**src/rtl/icache_line_fill.sv**
```systemverilog
// Instruction-cache line fill engine: on a miss, reads the 8 words of the missing
// 32-byte line one at a time over a req/valid handshake, then pulses update.
module icache_line_fill (
    input  logic        CLK,
    input  logic        RST_N,
    input  logic [31:0] PC,
    input  logic        miss,
    output logic        mem_req,
    output logic [31:0] mem_addr,
    input  logic        mem_valid,
    input  logic [31:0] mem_rdata,
    output logic [31:0] w0,
    output logic [31:0] w1,
    output logic [31:0] w2,
    output logic [31:0] w3,
    output logic [31:0] w4,
    output logic [31:0] w5,
    output logic [31:0] w6,
    output logic [31:0] w7,
    output logic        update,
    output logic        stall
);

    localparam int unsigned ADDR_W      = 32;
    localparam int unsigned LINE_WORDS  = 8;
    localparam int unsigned OFFSET_BITS = 5;
    localparam int unsigned CNT_W       = $clog2(LINE_WORDS);

    localparam logic [ADDR_W-1:0] OFFSET_MASK = ADDR_W'((1 << OFFSET_BITS) - 1);
    localparam logic [CNT_W-1:0]  LAST_WORD   = CNT_W'(LINE_WORDS - 1);

    typedef enum logic [1:0] {
        IDLE   = 2'd0,
        FILL   = 2'd1,
        UPDATE = 2'd2,
        SETTLE = 2'd3
    } state_t;

    state_t            state_q;
    state_t            state_d;
    logic [CNT_W-1:0]  cnt_q;
    logic [CNT_W-1:0]  cnt_d;
    logic [ADDR_W-1:0] base_q;
    logic [ADDR_W-1:0] base_d;
    logic [ADDR_W-1:0] line_q [LINE_WORDS];
    logic              beat;

    // Next-state logic; a beat is a completed word transfer while filling
    always_comb begin
        state_d = state_q;
        cnt_d   = cnt_q;
        base_d  = base_q;
        beat    = 1'b0;
        case (state_q)
            IDLE: begin
                if (miss) begin
                    base_d  = PC & ~OFFSET_MASK;
                    cnt_d   = '0;
                    state_d = FILL;
                end
            end
            FILL: begin
                if (mem_valid) begin
                    beat  = 1'b1;
                    cnt_d = cnt_q + CNT_W'(1);
                    if (cnt_q == LAST_WORD) begin
                        state_d = UPDATE;
                    end
                end
            end
            UPDATE:  state_d = SETTLE;
            SETTLE:  state_d = IDLE;
            default: state_d = IDLE;
        endcase
    end

    // State, line buffer and registered outputs decoded from the next state
    always_ff @(posedge CLK or negedge RST_N) begin
        if (!RST_N) begin
            state_q  <= IDLE;
            cnt_q    <= '0;
            base_q   <= '0;
            mem_req  <= 1'b0;
            mem_addr <= '0;
            update   <= 1'b0;
            stall    <= 1'b0;
            for (int unsigned i = 0; i < LINE_WORDS; i++) begin
                line_q[i] <= '0;
            end
        end else begin
            state_q  <= state_d;
            cnt_q    <= cnt_d;
            base_q   <= base_d;
            mem_req  <= (state_d == FILL);
            mem_addr <= base_d + ADDR_W'({cnt_d, 2'b00});
            update   <= (state_d == UPDATE);
            stall    <= (state_d == FILL) || (state_d == UPDATE);
            if (beat) begin
                line_q[cnt_q] <= mem_rdata;
            end
        end
    end

    assign w0 = line_q[0];
    assign w1 = line_q[1];
    assign w2 = line_q[2];
    assign w3 = line_q[3];
    assign w4 = line_q[4];
    assign w5 = line_q[5];
    assign w6 = line_q[6];
    assign w7 = line_q[7];

endmodule

```
**config.mk**
```make
export PLATFORM = sky130hd
export DESIGN_NAME = icache_line_fill
export DESIGN_NICKNAME = d
export VERILOG_FILES = /design/src/rtl/icache_line_fill.sv
export SDC_FILE = /design/constraint.sdc
export NUM_CORES = 1
export LEC_CHECK = 0
export ABC_CLOCK_PERIOD_IN_PS = 6500
export CAP_MARGIN = 20
export CELL_PAD_IN_SITES_DETAIL_PLACEMENT = 1
export CELL_PAD_IN_SITES_GLOBAL_PLACEMENT = 2
export CORE_MARGIN = 3
export CORE_UTILIZATION = 36
export CTS_BUF_LIST = sky130_fd_sc_hd__clkbuf_4
export CTS_CLUSTER_DIAMETER = 80
export DETAILED_ROUTE_END_ITERATION = 8
export PLACE_DENSITY = 0.88
export SKIP_CTS_REPAIR_TIMING = 1
export SLEW_MARGIN = 15
export SYNTH_ARGS = -nofsm -noshare
export SYNTH_HDL_FRONTEND = slang
export SYNTH_SLANG_ARGS = --single-unit
```
**constraint.sdc**
```tcl
create_clock -name CLK -period 6.5 [get_ports CLK]
set_input_delay 0.65 -clock CLK [delete_from_list [all_inputs] [get_ports CLK]]
set_output_delay 0.65 -clock CLK [all_outputs]
set_load 0.01 [all_outputs]
```
==> out/summary.txt, run 1 <==
Fin. Hold Viols: 0
Tightest Hold Check Type: register to register
Power Total: 9.15 mW
First-pass GRT wire length: 57.6 mm
Synth warn: 0
Num Clock Sinks: 324
Max Root-Sink Buffers: 3
Relative max-transition margin: 38.5%
Worst skew pair latency: 0.73 ns
Clk pin slew, worst setup/hold paths: 0.06 ns
Initial DRC Count: 334
Initial Util: 36.8%
Post-synthesis cell count: 877
Synthesized-area fraction occupied by adder cells: 0.841%
Post-layout min period: 3.23 ns
Core Rows: 68
Initial antenna violation count: 2
Post-route setup slack: 3.27 ns
Setup crit start kind: register
I/O pins: 359
Leakage: 7.95 nW
DIE HEIGHT: 195 um
CP Data Required Time: 7.09 ns
Largest net degree at the start of global routing: 151
Cell Area, Synth: 0.0128 mm^2
Core Box Area: 0.0348 mm^2
Clock Tree Root: clkbuf_4
Setup CP Type: register to register
Area growth, synth to finish: 40.7%
TritonCTS buffer count: 88
Via Count: 8797
Gr usage total: 19.5%
Critical path endpoint category: register
PortBufs: 351
Main combinational cell family by area after synthesis: multiplexers
Overflow after GRT: 0
Fin nets: 1374
Avg Cell Area, Syn: 14.6 um^2
Number of synthesized register bits: 324
Worst-path fanout max: 37
Synth unique cells: 47
Pwr Density: 508 mW/mm^2
Max cap viols: 0
GP Congestion: 0.773
Clock Skew: 0.0454 ns
Mux share of post-synthesis cell area: 23.6%
Slew @ Worst Pin: 0.922 ns
Vias/cell: 4.84
Post-Route WL: 37.3 mm
Post-Synth Simple-Gate Area: 6.45%
Post-Synth XOR/XNOR Area: 1.92%
Final worst path period share: 49.8%
Outcome: finished clean
Sequential share of the synthesized area: 63.4%
Layout cells sized above 1: 31.9%
CTS tree: built
Compound-Gate Fraction of Synth Area: 1.77%
HPWL Detailed: 25.3 mm
Vias in the first global route: 9725
Final Max Slew Viols: 0
# DRC: 0
Total negative slack: 0 ns
F_max: 0.309 GHz
VDD IR max: 0.000233 V
Die area: 0.0378 mm^2
RSZ-0062 raised after global routing: false
Die W: 195 um
Critical Path AT: 3.83 ns
Worst slack, placed: 2.62 ns
Routed Antenna Nets: 0
Setup violators final: 0
Post-DR wirelength/cell: 20.5 um
H-Tree Depth: 3
Worst hold slack: 0.485 ns
Router iterations before antenna repair: 4
==> power breakdown <==
| part | internal, mW | switching (mW) | leakage [nW] |
|---|---|---|---|
| Sequential | 2.96 | 0.511 | 4.01 |
| Clock | 0.991 | 0.833 | 0.685 |
| Combinational | 2.25 | 1.61 | 3.25 |
==> kinds of logic (layout without fill, tap and decap cells) <==
family | Yosys count | count (layout)
muxes | 269 | 269
buffers and inverters | 58 | 542
adders and majority gates | 8 | 8
and+or+nand+nor | 160 | 160
xor gates and xnor gates | 28 | 28
other | 1 | 3
DFF | 324 | 324
AOI/OAI and AO/OA | 29 | 29
==> cell usage after synthesis (all sizes together) <==
library cell | instances | area, um^2
dfrtp | 324 | 8110
a21oi | 7 | 35.0
and2 | 4 | 25.0
mux2 | 258 | 2910
or3b | 1 | 8.76
inv | 21 | 78.8
nor2 | 25 | 96.4
nand2b | 1 | 6.26
a2111oi | 2 | 42.5
a211oi | 1 | 7.51
a22oi | 1 | 7.51
and3 | 3 | 18.8
xor2 | 17 | 149
xnor2 | 11 | 96.3
a22o | 3 | 26.3
o32a | 1 | 10.0
conb | 1 | 3.75
ha | 7 | 87.6
buf | 29 | 156
nand2 | 67 | 251
nor4 | 13 | 143
mux2i | 11 | 110
nand4 | 10 | 62.6
nand3 | 18 | 90.1
o21a | 2 | 15.0
nor2b | 1 | 6.26
nor3 | 14 | 81.3
a31oi | 2 | 12.5
clkbuf | 8 | 30.0
nor4b | 2 | 23.8
o21bai | 1 | 11.3
fa | 1 | 20.0
o21ai | 8 | 51.3
nor3b | 1 | 12.5
a21o | 1 | 7.51
==> layer usage <==
layer	GRT usage [%]	up-vias	share of wire [%]
met5	0	-	0.032
met4	7.50	2	2.4
met3	6.43	44	6.8
met2	32.4	288	49
met1	23.5	4486	42
li1	-	3977	-
==> worst max-delay path, stage by stage, from the launching register on <==
cell and delay [ns]:
dfrtp_1 0.49, or3b_1 0.41, buf_4 0.28, and2_1 0.24, ha_1 0.21, fa_1 0.41, a21oi_1 0.31, o21bai_2 0.41
a211oi_1 0.14, xor2_1 0.18
==> sequential cells by signal, indices dropped and copies added (netlist names), 2 cells and up <==
name	cells
base_q	30
cnt_q	3
mem_addr	30
state_q	2
w0	32
w1	32
w2	32
w3	32
w4	32
w5	32
w6	32
w7	32
==> placed cells by master, fill, tap and decap left out, types with 4 or more instances in the layout <==
cell             count
a21oi_1              7
and2_1               4
buf_4               14
clkbuf_4           137
clkdlybuf4s50_1    350
clkinv_1            10
dfrtp_1            324
ha_1                 7
inv_1               21
inv_2                4
mux2_1               5
mux2_2             253
mux2i_1             11
nand2_1             66
nand3_1             16
nand4_1             10
nor2_1              24
nor3_1              10
nor4_1               6
nor4_2               4
o21ai_0              6
xnor2_1             11
xor2_1              17
==> layout make-up <==
cell class	instances	area (um^2)
fillers	3532	16800
flip-flops and latches	324	8110
multi-input cells	496	4470
repair buffers	367	3650
clock buffers	137	1030
well taps	455	569
clock inverters	17	96.3
inverters	21	78.8
diodes	1	2.50
==> metrics by stage <==
stage | cell area, um^2 | std cells | util [%]
CTS | 18000 | 1816 | 51.7
finish | 18000 | 1818 | 51.7
global route | 18000 | 1818 | 51.7
global placement | 16900 | 1662 | 48.5
detailed placement | 16900 | 1662 | 48.5
floorplan | 12800 | 878 | -
==> worst paths after layout <==
kind / from / to / slack, ns / cells past startpoint
setup reg to reg: state_q[0]$_DFF_PN0_ / mem_addr[20]$_DFF_PN0_ / 3.27 / 9
setup / recovery: state_q[0]$_DFF_PN0_ / mem_addr[20]$_DFF_PN0_ / 3.27 / 9
max in group asynchronous: RST_N / w5[1]$_DFFE_PN0P_ / 4.45 / 3
min in group asynchronous: RST_N / mem_addr[10]$_DFF_PN0_ / 0.54 / 2
hold / removal: w6[23]$_DFFE_PN0P_ / w6[23]$_DFFE_PN0P_ / 0.49 / 1
hold reg to reg: w6[23]$_DFFE_PN0P_ / w6[23]$_DFFE_PN0P_ / 0.49 / 1
Power figures use the tool's default switching activity.
==> run 2, diff against run 1 <==
- ABC_CLOCK_PERIOD_IN_PS: 6500 -> 3320
- CORE_UTILIZATION: 36 -> 33
- PLACE_DENSITY: 0.88 -> 0.81
- clock period: 6.5 -> 3.32 ns (I/O delays scaled with it)
==> out/summary.txt, run 2 (same netlist as run 1, synthesis figures left out) <==
Outcome: finished clean
Area growth, synth to finish: 42.5%
Initial DRC Count: 222
Relative max-transition margin: 47.8%
Max cap viols: 0
Post-route setup slack: 0.479 ns
Post-Route WL: 38.6 mm
Worst hold slack: 0.164 ns
Finished Layout Cells: 1889
Max Root-Sink Buffers: 3
Multi-input logic area: 0.00447 mm^2
Most frequent cells in the layout: 350 x clkdlybuf4s50_1, 324 x dfrtp_1, 253 x mux2_2
Final Max Slew Viols: 0
CP Data Required Time: 3.98 ns
Die area: 0.0412 mm^2
Routed Antenna Nets: 0
Post-layout min period: 2.84 ns
R2r endpoint: mem_addr[24]$_DFF_PN0_
Clk pin slew, worst setup/hold paths: 0.06 ns
Core Rows: 71
# DRC: 0
HPWL Detailed: 26.2 mm
Overflow after GRT: 0
Reg-to-reg slack, setup: 0.48 ns
Grt met2 use: 31.0%
Initial Util: 33.7%
Worst slack, placed: 0.159 ns
I/O pins: 359
Register area: 0.00811 mm^2
H-Tree Depth: 3
Largest net degree at the start of global routing: 85
Worst-path fanout max: 11
First-pass GRT wire length: 58.9 mm
Critical Path AT: 3.50 ns
Clock Skew: 0.0590 ns
R2R depth: 10
Setup violators final: 0
GP Congestion: 0.768
Vias in the first global route: 9792
R2R Path Start: cnt_q[0]$_DFF_PN0_
Slew @ Worst Pin: 0.782 ns
Layout cells sized above 1: 32.5%
M3 GR Usage: 6.04%
CTS tree: built
Setup crit start kind: register
Fin nets: 1386
PortBufs: 351
Total negative slack: 0 ns
Post-DR wirelength/cell: 20.4 um
Tightest Hold Check Type: input pin to asynchronous set/reset pin
GR peak layer: met2
Vias/cell: 4.71
Die W: 203 um
Worst skew pair latency: 0.76 ns
Fillers: 3938
Fin. Hold Viols: 0
Most common library cell in the layout ignoring fill and taps: clkdlybuf4s50_1
RSZ-0062 raised after global routing: false
Router iterations before antenna repair: 4
Gr usage total: 18.6%
Pwr Density: 992 mW/mm^2
F_max: 0.352 GHz
DIE HEIGHT: 203 um
Grt met1 use: 22.7%
Num Clock Sinks: 324
Leakage: 8.02 nW
TritonCTS buffer count: 88
Initial antenna violation count: 2
Clock Tree Root: clkbuf_4
Final worst path period share: 85.6%
Power Total: 18.1 mW
Setup CP Type: register to register
Via Count: 8893
VDD IR max: 0.000474 V
Core Box Area: 0.0379 mm^2
DP Cell Count: 1730
Critical path endpoint category: register
## run 2: worst max-delay path by stage
stage,startpoint,endpoint,slack (ns),cells past startpoint
floorplan,state_q[0]$_DFF_PN0_,mem_addr[24]$_DFF_PN0_,0.26,13
global placement,miss,mem_addr[16]$_DFF_PN0_,0.20,9
detailed placement,miss,mem_addr[20]$_DFF_PN0_,0.16,9
CTS,cnt_q[0]$_DFF_PN0_,mem_addr[24]$_DFF_PN0_,0.44,10
global route,cnt_q[0]$_DFF_PN0_,mem_addr[19]$_DFF_PN0_,0.27,12
finish,cnt_q[0]$_DFF_PN0_,mem_addr[24]$_DFF_PN0_,0.48,10
## run 2: critical path, cell delays in order (launching register included)
cell	delay, ns
dfrtp_1	0.48
ha_1	0.26
ha_1	0.26
nand2_1	0.06
o21ai_0	0.08
a22o_1	0.22
ha_1	0.35
a21oi_1	0.11
o21bai_2	0.39
a2111oi_2	0.39
xor2_1	0.18
## run 2: stage by stage
step	instance area, um^2	utilization, %
4_1_cts	18200	48.0
3_3_place_gp	17100	45.0
5_1_grt	18200	48.1
3_5_place_dp	17100	45.0
6_report	18200	48.1
2_1_floorplan	12800	-
## run 2: area by class of cell
| cell class | count | share of cell area (%) |
|---|---|---|
| Antenna cell | 4 | 0.0549 |
| Sequential cell | 324 | 44.5 |
| Clock buffer | 139 | 5.72 |
| Clock inverter | 15 | 0.645 |
| Timing Repair Buffer | 379 | 20.7 |
| Tap cell | 511 | 3.51 |
| Inverter | 21 | 0.432 |
| Multi-Input combinational cell | 496 | 24.5 |
## run 2: layer usage
layer	wire length [um]	vias up
li1	-	3995
met1	16100	4549
met2	18800	282
met3	2690	67
met4	1000	0
met5	0	-
## run 2: where the power goes
part / total [mW] / switching [mW] / internal [mW]
Sequential: 6.80 / 1.01 / 5.80
Combinational: 7.61 / 3.19 / 4.42
Clock: 3.69 / 1.65 / 2.04
